[src/rtl/branch_target_buffer.sv]
// Direct-mapped branch target buffer with 2-bit direction counters, trained from EX.
// Also carries the fetch-time predicted-taken flag to EX and flags mispredictions there.
module branch_target_buffer #(
    parameter int unsigned IDX_BITS = 4
) (
    input  logic        clk,
    input  logic        rst_n,
    input  logic [31:0] PCF,
    output logic [31:0] PredictedPC,
    output logic        PredictedF,
    input  logic        StallD,
    input  logic        FlushD,
    input  logic        StallE,
    input  logic        FlushE,
    input  logic [31:0] PCE,
    input  logic        BrInstE,
    input  logic        BranchE,
    input  logic [31:0] BranchTarget,
    output logic        PredictedE,
    output logic        MispredictE,
    output logic [31:0] FallThroughE
);

    localparam int unsigned Entries = 1 << IDX_BITS;
    localparam int unsigned TagBits = 32 - IDX_BITS - 2;

    logic               valid_q  [Entries];
    logic               valid_d  [Entries];
    logic [TagBits-1:0] tag_q    [Entries];
    logic [TagBits-1:0] tag_d    [Entries];
    logic [31:0]        target_q [Entries];
    logic [31:0]        target_d [Entries];
    logic [1:0]         cnt_q    [Entries];
    logic [1:0]         cnt_d    [Entries];

    logic pred_dec_q, pred_dec_d;
    logic pred_ex_q, pred_ex_d;

    logic [IDX_BITS-1:0] idx_f, idx_e;
    logic [TagBits-1:0]  tag_f, tag_e;
    logic                hit_f, hit_e;

    // Byte offset bits never participate in index or tag.
    logic unused_pc_lsbs;
    assign unused_pc_lsbs = ^{PCF[1:0], PCE[1:0]};

    assign idx_f = PCF[IDX_BITS+1:2];
    assign tag_f = PCF[31:IDX_BITS+2];
    assign idx_e = PCE[IDX_BITS+1:2];
    assign tag_e = PCE[31:IDX_BITS+2];

    assign hit_f = valid_q[idx_f] && (tag_q[idx_f] == tag_f);
    assign hit_e = valid_q[idx_e] && (tag_q[idx_e] == tag_e);

    assign PredictedF  = hit_f && cnt_q[idx_f][1];
    assign PredictedPC = PredictedF ? target_q[idx_f] : 32'd0;

    always_comb begin
        valid_d  = valid_q;
        tag_d    = tag_q;
        target_d = target_q;
        cnt_d    = cnt_q;
        if (BrInstE && !StallE) begin
            if (hit_e) begin
                if (BranchE) begin
                    if (cnt_q[idx_e] != 2'b11) begin
                        cnt_d[idx_e] = cnt_q[idx_e] + 2'b01;
                    end
                    target_d[idx_e] = BranchTarget;
                end else if (cnt_q[idx_e] != 2'b00) begin
                    cnt_d[idx_e] = cnt_q[idx_e] - 2'b01;
                end
            end else if (BranchE) begin
                // Not-taken misses never allocate; taken misses evict the occupant.
                valid_d[idx_e]  = 1'b1;
                tag_d[idx_e]    = tag_e;
                target_d[idx_e] = BranchTarget;
                cnt_d[idx_e]    = 2'b10;
            end
        end
    end

    always_comb begin
        pred_dec_d = FlushD ? 1'b0 : (StallD ? pred_dec_q : PredictedF);
        pred_ex_d  = FlushE ? 1'b0 : (StallE ? pred_ex_q : pred_dec_q);
    end

    always_ff @(posedge clk or negedge rst_n) begin
        if (!rst_n) begin
            for (int i = 0; i < int'(Entries); i++) begin
                valid_q[i]  <= 1'b0;
                tag_q[i]    <= '0;
                target_q[i] <= 32'd0;
                cnt_q[i]    <= 2'b01;
            end
            pred_dec_q <= 1'b0;
            pred_ex_q  <= 1'b0;
        end else begin
            valid_q    <= valid_d;
            tag_q      <= tag_d;
            target_q   <= target_d;
            cnt_q      <= cnt_d;
            pred_dec_q <= pred_dec_d;
            pred_ex_q  <= pred_ex_d;
        end
    end

    assign PredictedE   = pred_ex_q;
    // A predicted-taken flag on anything but a taken branch (including non-branches) mispredicts.
    assign MispredictE  = pred_ex_q && !(BrInstE && BranchE);
    assign FallThroughE = PCE + 32'd4;

endmodule

[config.mk]
export PLATFORM = sky130hd
export DESIGN_NAME = branch_target_buffer
export DESIGN_NICKNAME = d
export VERILOG_FILES = /design/src/rtl/branch_target_buffer.sv
export SDC_FILE = /design/constraint.sdc
export NUM_CORES = 2
export LEC_CHECK = 0
export CAP_MARGIN = 40
export CORE_AREA = 5 5 307 309
export CTS_BUF_LIST = sky130_fd_sc_hd__clkbuf_2 sky130_fd_sc_hd__clkbuf_4 sky130_fd_sc_hd__clkbuf_8
export DETAILED_ROUTE_END_ITERATION = 10
export DIE_AREA = 0 0 312 314
export GPL_TIMING_DRIVEN = 0
export HOLD_SLACK_MARGIN = 0.08
export MAX_ROUTING_LAYER = met4
export PLACE_DENSITY_LB_ADDON = 0.12
export SETUP_SLACK_MARGIN = 0.1
export SLEW_MARGIN = 20
export SYNTH_ARGS = -nofsm -noshare
export SYNTH_HDL_FRONTEND = slang
export SYNTH_SLANG_ARGS = --single-unit
[constraint.sdc]
create_clock -name clk -period 6.2 [get_ports clk]
set_clock_uncertainty 0.2 [all_clocks]
set_input_delay 1.24 -clock clk [delete_from_list [all_inputs] [get_ports clk]]
set_output_delay 1.24 -clock clk [all_outputs]
set_load 0.01 [all_outputs]
==> reports/metrics.yaml <==
drt:
  vias: 32222
  dr.first_iter.drc_count: 3066
  drtAntennaViolNets: 0
  drt_first_pass_iters: 8
  drc: 0
  drt-total-wl_mm: 162
  vias_per_cell: 6.54
  post_drt_wl_per_cell_um: 32.9
critical_path:
  worstPathArrival_ns: 6.56
  required_ns: 6.71
  critPathKind: "in2reg"
  critPathTopFamily: "buffers and inverters"
  critPathMaxStageDelay_ns: 0.64
  cp_common_cell: "buf_2"
  crit_slowest_cell: "nor3_1"
  path_buf_inv: 5
  end_kind: "register"
  critPathMaxFanout: 10
  worstPathCellList: "clkdlybuf4s15_2, buf_2, buf_2, buf_2, mux2i_1, xnor2_1, nor3_1, a22oi_1, nor3_2, nand3_4, nand2_2, buf_4, mux2_2"
  crit_path_start_kind: "input pin"
sta:
  clock.fmax_mhz: 165
  final_hold_viol_count: 0
  tns_ns: 0
  max_slew_margin_pct: 38.4
  rsz0062_at_grt: "yes"
  layout_setup_ws_ns: 0.149
  fin_crit_ns: 6.05
  fin_crit_sh_pct: 97.6
  tightest_slew_ns: 0.924
  setup_viol: 0
  slew_violations: 0
floorplanning:
  fp.dieW_um: 312
  ios: 171
  start_util_pct: 54.4
  rows: 111
  dieArea_um2: 98000
  coreArea_um2: 91100
  die_h_um: 314
global_route:
  grt_use_total_pct: 34.2
  grt_pass1_vias: 34767
  grt_pass1_wl_mm: 238
  grt_antenna_before_repair: 11
  overflow: 0
  grt_max_degree: 149
clock_network:
  clkSlewWorstSetupHoldPaths_ns: 0.06
  cts_tree: "done"
  clock_latency_ns: 0.86
  clockBufferDepth: 3
  cts.sinks: 978
  clockRootBuffer: "clkbuf_8"
  htree_num_levels: 4
  numCtsBuffers: 165
power:
  static-leakage-power_nw: 26.2
  total_power_mw: 16.8
  power_density_nw_per_um2: 289
  peakVddDrop_mv: 0.238
layout:
  drive_gt1_share_pct: 52.3
  utilization_pct: 63.8
  multi_input_area_um2: 23800
  design_area_um2: 58100
  fillers: 6639
  mostFrequentLayoutCell: "dfrtp_1"
  regArea_um2: 24500
  layout_common_cells: "dfrtp_1, mux2_2, mux4_2"
  nets: 3714
  area_growth_pct: 17.3
logic_synthesis:
  synth_top_area_cell: "dfrtp_1"
  syn_area_um2: 49500
  async_flop_share_pct: 100
  synth_seq_area_share_pct: 49.4
  synth-seq-cells: 978
  synth_edf_count: 0
  synth_area_per_cell_um2: 15.6
  synthFlopType: "dfrtp_1"
  syn_inst: 3172
  syn-num-nets: 3282
  yosys.area.top_type_share_pct: 48.6
  synthTopCellsByArea: "dfrtp_1, mux2_2, mux4_2, mux2i_1, mux2_1"
  synth_cell_types: 66
  yosysWarnings: 0
worst_hold_path:
  hp-class: "reg2reg"
place:
  globalplace.congestion: 0.965
  postPlaceCellArea_um2: 53700
  dpl.hpwl_mm: 114
  port-buffer-count: 158
  place_ws_ns: -2.50
status:
  outcome: "complete, no violations"
run:
  maxCapViolCount: 0
## synthesized netlist by cell type (all sizes together) (8+ instances only)
cell type and count:
o21ai 11, nand2 67, and3 11, and2 8, nor3 15, nand2b 21, buf 133, o22ai 18
mux2 976, dfstp 16, nand3 28, mux2i 79, mux4 376, nor2b 42, dfrtp 962, o22a 10
clkbuf 159, xor2 22, nor2 22, xnor2 60, nand4 13, inv 23, a22o 12, a22oi 20
## sequential cells by signal, indices dropped and copies added, names as in the netlist
register,flops
PredictedE,1
valid_q,16
pred_dec_q,1
cnt_q,32
tag_q,416
target_q,512
## stage by stage
step           hold WS, ns  std cells
6_report             0.291       4926
5_1_grt              0.304       4926
4_1_cts              0.293       4906
3_5_place_dp         0.279       4589
3_3_place_gp         0.265       4516
2_1_floorplan        0.246       3172
## cells by family (layout without fill, tap and decap cells)
logic type      after synthesis  count (layout)  synth area share (%)
compound gates              116             116                  1.89
xor+xnor                     82              82                  1.45
fa+ha+maj                     6               6                 0.152
buf+inv                     316             875                  3.13
flops                       978             978                  49.4
mux                        1431            1431                  40.9
other cells                   0               9                     0
simple gates                243             243                  3.02
## area by class of cell
cell class,instances,area share [%]
Sequential cell,978,42.2
Multi-Input combinational cell,1878,40.9
Clock buffer,274,5.78
Timing Repair Buffer,266,4.81
Buffer,291,3.25
Tap cell,1186,2.55
Clock inverter,20,0.323
Inverter,24,0.155
Antenna cell,9,0.0388
## timing repair
item | in CTS | in global routing
endpoints found under the setup margin | 187 | 33
endpoints found under the hold margin | 40 | 0
setup buffers | 23 | 0
resized for setup | 215 | 74
hold buffers | 1 | 0
pin swaps | 8 | 2
## where the power goes
group          leakage (nW)  internal (mW)  switching, mW
Combinational          11.4           1.60           1.27
Clock                  1.90           3.46           2.71
Sequential             12.9           7.24          0.537
## routing by layer
| metal | part of all wire [%] | vias up | track usage [%] |
|---|---|---|---|
| met5 | 0 | - | - |
| met4 | 5.4 | 0 | 16.5 |
| met3 | 7.4 | 422 | 7.16 |
| met2 | 47 | 1446 | 52.5 |
| met1 | 40 | 17457 | 44.3 |
| li1 | - | 12897 | - |
## path summary, 6_finish.rpt
path	startpoint	end	slack, ns	cells past startpoint
hold reg to reg	valid_q[4]$_DFFE_PN0P_	valid_q[4]$_DFFE_PN0P_	0.29	1
hold / removal	valid_q[4]$_DFFE_PN0P_	valid_q[4]$_DFFE_PN0P_	0.29	1
setup reg to reg	tag_q[22]$_DFFE_PN0P_	tag_q[60]$_DFFE_PN0P_	1.50	10
min in group asynchronous	rst_n	tag_q[33]$_DFFE_PN0P_	0.72	2
max in group asynchronous	rst_n	target_q[300]$_DFFE_PN0P_	2.32	6
setup / recovery	PCE[3]	tag_q[60]$_DFFE_PN0P_	0.15	13
No activity file was read; power rests on OpenSTA's default activity.
